--- src/rtl/decoder_scan_generic.sv ---
// Registered N-to-2**N line decoder with one-hot/thermometer output and an optional
// auto-advancing scan mode that dwells DWELL enabled cycles on each line.
module decoder_scan_generic #(
  parameter int unsigned N     = 3,
  parameter int unsigned DWELL = 4
) (
  input  logic            clk,
  input  logic            rst,
  input  logic            en,
  input  logic            mode,
  input  logic            load,
  input  logic [N-1:0]    w,
  input  logic            thermo,
  output logic [0:2**N-1] y,
  output logic [N-1:0]    idx,
  output logic            wrap
);

  localparam int unsigned Lines = 2 ** N;
  localparam int unsigned CntW  = (DWELL > 1) ? $clog2(DWELL) : 1;
  localparam logic [CntW-1:0] CntMax = CntW'(DWELL - 1);
  localparam logic [N-1:0]    IdxMax = {N{1'b1}};

  logic [N-1:0]     idx_q, idx_d;
  logic [CntW-1:0]  cnt_q, cnt_d;
  logic [0:Lines-1] y_q, y_d;
  logic             wrap_q, wrap_d;

  always_comb begin
    idx_d  = idx_q;
    cnt_d  = cnt_q;
    wrap_d = 1'b0;
    y_d    = '0;
    if (en) begin
      if (load) begin
        idx_d = w;
        cnt_d = '0;
      end else if (!mode) begin
        cnt_d = '0;
      end else if (cnt_q == CntMax) begin
        cnt_d  = '0;
        idx_d  = idx_q + N'(1);
        wrap_d = (idx_q == IdxMax);
      end else begin
        cnt_d = cnt_q + CntW'(1);
      end
      // Decode the index being written this edge so y has no extra latency.
      for (int unsigned i = 0; i < Lines; i++) begin
        y_d[i] = thermo ? (N'(i) <= idx_d) : (N'(i) == idx_d);
      end
    end
  end

  always_ff @(posedge clk or posedge rst) begin
    if (rst) begin
      idx_q  <= '0;
      cnt_q  <= '0;
      y_q    <= '0;
      wrap_q <= 1'b0;
    end else begin
      idx_q  <= idx_d;
      cnt_q  <= cnt_d;
      y_q    <= y_d;
      wrap_q <= wrap_d;
    end
  end

  assign y    = y_q;
  assign idx  = idx_q;
  assign wrap = wrap_q;

endmodule
--- config.mk ---
export PLATFORM = sky130hd
export DESIGN_NAME = decoder_scan_generic
export DESIGN_NICKNAME = d
export VERILOG_FILES = /design/src/rtl/decoder_scan_generic.sv
export SDC_FILE = /design/constraint.sdc
export NUM_CORES = 1
export LEC_CHECK = 0
export BUFFER_PORTS_ARGS = -buffer_cell sky130_fd_sc_hd__buf_2
export CAP_MARGIN = 5
export CORE_MARGIN = 2
export CORE_UTILIZATION = 51
export CTS_CLUSTER_DIAMETER = 40
export CTS_CLUSTER_SIZE = 16
export DETAILED_ROUTE_END_ITERATION = 7
export GPL_ROUTABILITY_DRIVEN = 0
export PLACE_DENSITY = 0.9
export RECOVER_POWER = 50
export SETUP_SLACK_MARGIN = 0.3
export SLEW_MARGIN = 20
export SYNTH_ARGS = -nofsm -noshare
export SYNTH_HDL_FRONTEND = slang
export SYNTH_SLANG_ARGS = --single-unit
--- constraint.sdc ---
create_clock -name clk -period 4.7 [get_ports clk]
set_input_delay 0 -clock clk [delete_from_list [all_inputs] [get_ports clk]]
set_output_delay 0 -clock clk [all_outputs]
set_load 0.03 [all_outputs]
==> flow_metrics.env, run 1 <==
export IMPL_met3_usage_pct=4.891
export IMPL_coreArea_um2=1269
export IMPL_min_delay_start="thermo"
export IMPL_cts_root_buf="clkbuf_4"
export IMPL_vias_per_cell=5.419
export IMPL_timing_clock_skew_ps=0.2482
export IMPL_period_minus_slack_ps=1877
export IMPL_power_per_cell_area_nw_per_um2=346.4
export IMPL_r2r_start="idx[0]"
export IMPL_ys_seq_area_share_pct=51.19
export IMPL_worstSetupStartpointType="flop"
export IMPL_post_dp_hpwl_um=957.9
export IMPL_syn_nets=79
export IMPL_final_core_util_pct=66.07
export IMPL_grt_pass1_vias=499
export IMPL_die_x_um=40.63
export IMPL_grt_pass1_wl_mm=2.049
export IMPL_num_vias=569
export IMPL_final_nets=104
export IMPL_met2_usage_pct=32.94
export IMPL_yosysWarnings=0
export IMPL_synth_seq_cells=14
export IMPL_period_share_pct=39.94
export IMPL_avgRoutedWirePerCell_um=12.36
export IMPL_clk_pin_slew_worst_paths_ps=80
export IMPL_grt_antenna_before_repair=0
export IMPL_grtUsageTotal_pct=19.61
export IMPL_rsz0062_at_grt="false"
export IMPL_required_ps=4880
export IMPL_drtAntennaViolNets=0
export IMPL_drt_first_iter_violations=8
export IMPL_ys_async_sr_fraction_pct=100.0
export IMPL_syn_area_per_cell_um2=10.37
export IMPL_clock_sinks=14
export IMPL_ir_worst_vdd_uv=197.2
export IMPL_outcome="completed"
export IMPL_worstSetupStartpoint="idx[0]"
export IMPL_rows=13
export IMPL_io_buffers=20
export IMPL_die_h_um=40.63
export IMPL_critPathKind="reg -> reg"
export IMPL_yosys_top_cells_area="dfrtp_1 (51%), ha_1 (7.3%), nand2_1 (4.4%)"
export IMPL_busiest_layer="met2"
export IMPL_use_met1_pct=21.95
export IMPL_dieArea_um2=1651
export IMPL_syn2layout_area_growth_pct=22.49
export IMPL_end_kind="flop"
export IMPL_synth_flop_cell="dfrtp_1"
export IMPL_min_path_type="in -> reg"
export IMPL_overflow=0
export IMPL_h_tree_depth=1
export IMPL_tns_ps=0
export IMPL_multi_input_area_um2=311.5
export IMPL_critical_path_arrival_ps=2060
export IMPL_synth_top_cell_area_share_pct=51.19
export IMPL_first_pass_iters=4
export IMPL_diodes=0
export IMPL_initial_core_util_pct=53.94
export IMPL_hold_viol_final=0
export IMPL_layout_drive_gt1_share_pct=21.11
export IMPL_clock_latency_ps=280
export IMPL_setup_viol=0
export IMPL_clockBufferDepth=2
export IMPL_total_power_w=0.0002904
export IMPL_numCtsBuffers=3
export IMPL_ios=21
export IMPL_maxSlewHeadroom_pct=65.46
export IMPL_drc=0
export IMPL_syn_instance_count=66
export IMPL_maxCapViolCount=0
export IMPL_power_static_leakage_nw=0.4289
export IMPL_drv_slew=0
export IMPL_totalWireLength_mm=1.298
export IMPL_synth_edf_count=0
export IMPL_timing_fmax_ghz=0.5327
export IMPL_cp_max_fo=5
export IMPL_num_fill_cells=102
export IMPL_netlist_area_um2=684.4
export IMPL_tightest_slew_ps=517.6
export IMPL_regArea_um2=350.3
export IMPL_yosysTopAreaCell="dfrtp_1"
export IMPL_ys_types=24
export IMPL_cts_tree="done"
export IMPL_grt_max_degree=15
cell usage after synthesis (3+ instances only):
| library cell | n |
|---|---|
| o21ai_0 | 3 |
| inv_1 | 5 |
| nor2_1 | 4 |
| o31ai_1 | 3 |
| nor2b_1 | 3 |
| dfrtp_1 | 14 |
| nand2_1 | 8 |
| ha_1 | 4 |
registers in the layout (all words and copies together), names as in the netlist:
register	cells
cnt_q	2
idx	3
wrap	1
y	8
per-stage QoR:
| step | worst slack, ps | std cells | cell area (um2) | hold WS (ps) |
|---|---|---|---|---|
| final | 2823 | 105 | 838.3 | 23.91 |
| after global routing | 2716 | 105 | 838.3 | 35.29 |
| after CTS | 2818 | 105 | 845.8 | 13.65 |
| after detailed placement | 2837 | 100 | 799.5 | 56.51 |
| after global placement | 2903 | 100 | 799.5 | 50.05 |
| after floorplan | 2772 | 66 | 684.4 | -110.8 |
where the power goes:
part           switching (W)  internal, W
Clock              0.0000392    0.0000472
Combinational      0.0000442    0.0000233
Sequential        0.00000612     0.000130
Total              0.0000895     0.000201
critical path: stages (launching register included):
cell	delay, ps
dfrtp_1	420
ha_1	210
ha_1	270
and3_1	190
o31a_1	320
nor2_1	170
and3b_1	190
cells by family after synthesis:
kind of cell / synth area share (%)
AO/OA/AOI/OAI: 15.17
adder cells (fa/ha/maj): 7.313
buffers and inverters: 3.290
flip-flops: 51.19
multiplexers: 4.570
AND/OR/NAND/NOR: 18.46
cells in the final DEF (no fill, tap or decap), types with 3 or more instances in the layout:
cell / instances
dfrtp_1: 14
clkbuf_1: 6
nor2b_1: 3
buf_2: 14
o31ai_1: 3
clkbuf_4: 3
o21ai_0: 3
nor2_1: 4
ha_1: 4
inv_1: 5
nand2_1: 8
routing by layer:
layer	part of all wire [%]	vias up
met5	0	-
met4	2.8	0
met3	7.0	4
met2	47	23
met1	43	264
li1	-	278
repair_timing:
item / CTS / global route
gates resized for setup: 0 / 0
hold buffers: 1 / 0
setup buffers: 0 / 0
hold endpoints to repair: 14 / 0
final cells by class:
cell class	instances	area share, %
sequential	14	41.79
tap	15	2.239
clock buffer	4	4.328
inverter	5	2.239
multi-input combinational	46	37.16
timing repair buffer	21	12.24
final timing paths:
path                       cells past startpoint  slack (ps)  endpoint
hold reg to reg                                1         530  cnt_q[0]
setup / recovery                               6        2820      y[2]
setup reg to reg                               6        2820      y[2]
hold / removal                                 3          20      y[5]
max in group asynchronous                      3        4060      y[1]
min in group asynchronous                      3         290      y[5]
Note: power is estimated with default switching activity, not from simulation.
==> run 2, diff against run 1 <==
--- a/config.mk
+++ b/config.mk
@@ -8,12 +8,12 @@
 export BUFFER_PORTS_ARGS = -buffer_cell sky130_fd_sc_hd__buf_2
 export CAP_MARGIN = 5
 export CORE_MARGIN = 2
-export CORE_UTILIZATION = 51
+export CORE_UTILIZATION = 43
 export CTS_CLUSTER_DIAMETER = 40
 export CTS_CLUSTER_SIZE = 16
 export DETAILED_ROUTE_END_ITERATION = 7
 export GPL_ROUTABILITY_DRIVEN = 0
-export PLACE_DENSITY = 0.9
+export PLACE_DENSITY = 0.82
 export RECOVER_POWER = 50
 export SETUP_SLACK_MARGIN = 0.3
 export SLEW_MARGIN = 20
==> constraint.sdc (replaced) <==
create_clock -name clk -period 1.5 [get_ports clk]
set_input_delay 0 -clock clk [delete_from_list [all_inputs] [get_ports clk]]
set_output_delay 0 -clock clk [all_outputs]
set_load 0.03 [all_outputs]
==> run 2 against run 1 <==
Net effect:
- the run now ends with negative setup slack left
- sequential share of layout area down 8.1 points
- maximum frequency increased by 13%
- cell count increased by 10%
- largest cell class is now multi-input gates
==> flow_metrics.env, run 2 (synthesis gave the netlist of run 1 again) <==
export IMPL_numCtsBuffers=3
export IMPL_cpMaxStageDelayCell="dfrtp_2"
export IMPL_crit_path_frequent_cell="ha_4"
export IMPL_cp_max_fo=4
export IMPL_dpl_cell_count=110
export IMPL_syn2layout_area_growth_pct=52.83
export IMPL_layout_common_cells="buf_2 (20), dfrtp_1 (12), buf_4 (8), nand2_1 (5), inv_1 (5)"
export IMPL_place_area_um2=917.1
export IMPL_layout_commonest_cell="buf_2"
export IMPL_grt_antenna_before_repair=0
export IMPL_multi_input_area_um2=425.4
export IMPL_diodes=0
export IMPL_die_h_um=43.90
export IMPL_grtUsageTotal_pct=18.36
export IMPL_num_vias=606
export IMPL_dieArea_um2=1927
export IMPL_timing_fmax_ghz=0.6045
export IMPL_maxCapViolCount=0
export IMPL_cts_root_buf="clkbuf_4"
export IMPL_clock_latency_ps=280
export IMPL_period_share_pct=110.3
export IMPL_rsz0062_at_grt="true"
export IMPL_rows=14
export IMPL_grt_pass1_wl_mm=2.497
export IMPL_required_ps=1670
export IMPL_grt_pass1_vias=568
export IMPL_path_cells="ha_4 -> ha_4 -> and3_4 -> o31a_1 -> nor2_2 -> and3b_1"
export IMPL_num_fill_cells=117
export IMPL_drt_first_iter_violations=3
export IMPL_final_area_um2=1046
export IMPL_post_dp_hpwl_mm=1.045
export IMPL_hold_viol_final=0
export IMPL_end_kind="flop"
export IMPL_worstSetupStartpointType="flop"
export IMPL_power_static_leakage_nw=0.5104
export IMPL_period_minus_slack_ps=1654
export IMPL_outcome="complete, but fails checks"
export IMPL_clock_sinks=14
export IMPL_vias_per_cell=5.224
export IMPL_totalWireLength_mm=1.544
export IMPL_power_per_cell_area_nw_per_um2=967.4
export IMPL_layout_drive_gt1_share_pct=52.00
export IMPL_ir_worst_vdd_uv=599.0
export IMPL_hold_worst_slack_ps=13.26
export IMPL_setup_viol=11
export IMPL_maxSlewHeadroom_pct=65.85
export IMPL_io_buffers=20
export IMPL_first_pass_iters=2
export IMPL_drtAntennaViolNets=0
export IMPL_final_cells=116
export IMPL_regArea_um2=352.8
export IMPL_largest_reg_flops=8
export IMPL_initial_core_util_pct=45.43
export IMPL_final_core_util_pct=69.44
export IMPL_die_x_um=43.90
export IMPL_overflow=0
export IMPL_avgRoutedWirePerCell_um=13.31
export IMPL_critPathKind="reg -> reg"
export IMPL_final_nets=114
export IMPL_timing_clock_skew_ps=9.262
export IMPL_coreArea_um2=1506
export IMPL_grt_max_degree=15
export IMPL_drc=0
export IMPL_h_tree_depth=1
export IMPL_clockBufferDepth=2
export IMPL_place_ws_ps=-242.4
export IMPL_ios=21
export IMPL_critical_path_arrival_ps=1820
export IMPL_worst_slack_ps=-154.3
export IMPL_min_path_type="in -> reg"
export IMPL_cts_tree="done"
export IMPL_clk_pin_slew_worst_paths_ps=90
export IMPL_slowest_delay_ps=430
export IMPL_violations="negative setup slack"
export IMPL_tightest_slew_ps=511.7
export IMPL_drv_slew=0
==> run 2: cell types whose count changed in the layout (fill, tap and decap cells not counted), moves of 3 or more <==
cell and delta:
buf_2 +6, buf_4 +8, clkbuf_1 -6, ha_1 -4, ha_4 +4, nand2_1 -3, nand2_2 +3
==> run 2: worst paths after layout <==
kind                       startpoint  endpoint  slack (ps)  depth (start not counted)
setup / recovery               idx[0]      y[2]        -150                          6
hold / removal                 thermo      y[5]          10                          3
setup reg to reg               idx[0]      y[2]        -150                          6
hold reg to reg                idx[1]    idx[1]         670                          2
max in group asynchronous         rst    idx[1]         840                          3
min in group asynchronous         rst      y[3]         280                          3
==> run 2: where the power goes <==
group,switching [W],total (W),internal [W]
Clock,0.000125,0.000272,0.000147
Sequential,0.0000198,0.000430,0.000410
Combinational,0.000176,0.000310,0.000134
Total,0.000320,0.00101,0.000691
==> run 2: through the flow <==
stage                     total power [W]  TNS (ps)
final                            0.001012     -1024
after global routing             0.001077     -1962
after CTS                       0.0009951    -920.1
after detailed placement        0.0007082     -1277
after global placement          0.0007000    -939.9
after floorplan                 0.0006028     -1395
==> run 2: critical path, delay by kind of cell (launching register included) <==
kind	cells	cell delay, ps
adders and majority gates	2	370
AOI/OAI and AO/OA	1	290
DFF	1	430
and+or+nand+nor	3	460
==> run 2: cell type report <==
type,instances,share of cell area (%)
Inverter,5,1.794
Sequential cell,14,33.73
Tap cell,16,1.914
Multi-Input combinational cell,46,40.67
Clock buffer,4,3.469
Timing Repair Buffer,31,18.42
==> run 2: routing by layer <==
layer  GRT usage, %  wire (um)  vias up  share of wire (%)
met1          23.42        703      289                 46
met3          6.250         44        2                2.8
met4          9.091         17        0                1.1
li1               -          -      302                  -
met5              0          0        -                  0
met2          27.65        778       13                 50
==> run 2: repair_timing <==
item	4_1_cts	5_1_grt
endpoints found under the setup margin	11	11
pin swaps	8	2
buffers inserted	1	0
endpoints found under the hold margin	14	0
resized for setup	9	9
hold buffers	1	0
==> run 3, diff against run 2 <==
--- a/config.mk
+++ b/config.mk
@@ -15,6 +15,7 @@
 export GPL_ROUTABILITY_DRIVEN = 0
 export PLACE_DENSITY = 0.82
 export RECOVER_POWER = 50
+export REMOVE_ABC_BUFFERS = 1
 export SETUP_SLACK_MARGIN = 0.3
 export SLEW_MARGIN = 20
 export SYNTH_ARGS = -nofsm -noshare
==> run 3 against run 2 <==
Net effect:
- the run still ends with negative setup slack left
- clock skew is 6.7 ps lower
- sequential cell count stayed put
- first-iteration DRC count grew to 7.7 times the previous value
- critical path type unchanged
- clock power is 28% lower
- count of clock-buffer cells in the layout is 1 lower
==> flow_metrics.env, run 3 (synthesis gave the netlist of run 1 again) <==
export IMPL_drc=0
export IMPL_hold_worst_slack_ps=47.28
export IMPL_rows=14
export IMPL_grtUsageTotal_pct=19.79
export IMPL_drtAntennaViolNets=0
export IMPL_end_kind="flop"
export IMPL_setup_viol=11
export IMPL_first_pass_iters=4
export IMPL_outcome="complete, but fails checks"
export IMPL_total_power_w=0.0009729
export IMPL_clockBufferDepth=2
export IMPL_overflow=0
export IMPL_required_ps=1680
export IMPL_grt_max_degree=15
export IMPL_maxCapViolCount=0
export IMPL_critPathKind="reg -> reg"
export IMPL_final_nets=119
export IMPL_die_x_um=43.90
export IMPL_avgRoutedWirePerCell_um=15.28
export IMPL_initial_core_util_pct=45.43
export IMPL_largest_reg_flops=8
export IMPL_dieArea_um2=1927
export IMPL_layout_commonest_cell="buf_2"
export IMPL_critical_path_arrival_ps=1920
export IMPL_violations="negative setup slack"
export IMPL_numCtsBuffers=3
export IMPL_hold_viol_final=0
export IMPL_clock_sinks=14
export IMPL_io_buffers=20
export IMPL_clk_pin_slew_worst_paths_ps=70
export IMPL_cts_root_buf="clkbuf_4"
export IMPL_tightest_slew_ps=518.3
export IMPL_ir_worst_vdd_uv=564.9
export IMPL_coreArea_um2=1506
export IMPL_die_h_um=43.90
export IMPL_drv_slew=0
export IMPL_layout_common_cells="buf_2 (19), dfrtp_1 (14), buf_4 (10), nand2_1 (6), buf_6 (6)"
export IMPL_power_static_leakage_nw=0.5307
export IMPL_maxSlewHeadroom_pct=65.41
export IMPL_syn2layout_area_growth_pct=53.20
export IMPL_met3_usage_pct=7.500
export IMPL_drt_first_iter_violations=23
export IMPL_timing_clock_skew_ps=2.513
export IMPL_period_minus_slack_ps=1747
export IMPL_met2_usage_pct=34.12
export IMPL_worstSetupStartpointType="flop"
export IMPL_diodes=0
export IMPL_rsz0062_at_grt="true"
export IMPL_layout_drive_gt1_share_pct=48.08
export IMPL_dpl_cell_count=108
export IMPL_busiest_layer="met2"
export IMPL_post_dp_hpwl_mm=1.017
export IMPL_min_path_type="in -> reg"
export IMPL_grt_pass1_vias=626
export IMPL_grt_antenna_before_repair=0
export IMPL_worst_slack_ps=-247.1
export IMPL_num_vias=687
export IMPL_ios=21
export IMPL_vias_per_cell=5.725
export IMPL_use_met1_pct=20.42
export IMPL_final_cells=120
export IMPL_timing_fmax_ghz=0.5724
export IMPL_cts_tree="done"
export IMPL_totalWireLength_mm=1.834
export IMPL_grt_pass1_wl_mm=2.725
export IMPL_period_share_pct=116.5
export IMPL_power_per_cell_area_nw_per_um2=927.9
export IMPL_h_tree_depth=1
export IMPL_clock_latency_ps=270
export IMPL_cp_max_fo=5
-- run 3: metal layers --
metal / up-vias / part of all wire (%)
met1: 327 / 39
met4: 0 / 3.3
met2: 42 / 52
met5: - / 0
met3: 10 / 6.2
li1: 308 / -
-- run 3: worst paths after layout --
check                         start       end  slack [ps]  cells after the start
max                          idx[0]      y[0]        -250                      5
min                          thermo      y[6]          50                      3
max reg2reg                  idx[0]      y[0]        -250                      5
min reg2reg                cnt_q[1]  cnt_q[1]         690                      3
max in group asynchronous       rst    idx[1]         850                      3
min in group asynchronous       rst      wrap         300                      3
-- run 3: worst max-delay path: stages (launching register included) --
cell and delay, ps:
dfrtp_1 420, ha_4 250, and3_1 190, o31a_1 360, buf_4 180, o31ai_2 250
-- run 3: power by group --
group | total [W] | internal (W) | switching [W]
Sequential | 0.000429 | 0.000409 | 0.0000208
Combinational | 0.000347 | 0.000161 | 0.000187
Clock | 0.000196 | 0.0000929 | 0.000103
Total | 0.000973 | 0.000662 | 0.000311
-- run 3: metrics by stage --
step,utilization (%),setup WS (ps),cell area [um2],setup TNS (ps)
floorplan,-,-427.8,680.7,-2907
global placement,56.64,-256.4,853.3,-1496
detailed placement,56.64,-327.2,853.3,-1947
CTS,66.36,-276.5,999.7,-1912
global route,69.60,-281.4,1049,-2440
finish,69.60,-247.1,1049,-1895
-- run 3: area by class of cell --
type | instances | area [um2]
inverter | 5 | 18.77
fill | 108 | 457.9
multi-input combinational | 46 | 389.1
clock buffer | 3 | 22.52
sequential | 14 | 350.3
tap | 16 | 20.02
timing repair buffer | 36 | 247.7
-- run 3: timing repair --
action / CTS / global route
gates cloned: 0 / 0
hold buffers: 1 / 0
pin swaps: 13 / 9
hold endpoints to repair: 14 / 0
gates resized for setup: 17 / 10
endpoints found under the setup margin: 11 / 12
buffers inserted: 5 / 3
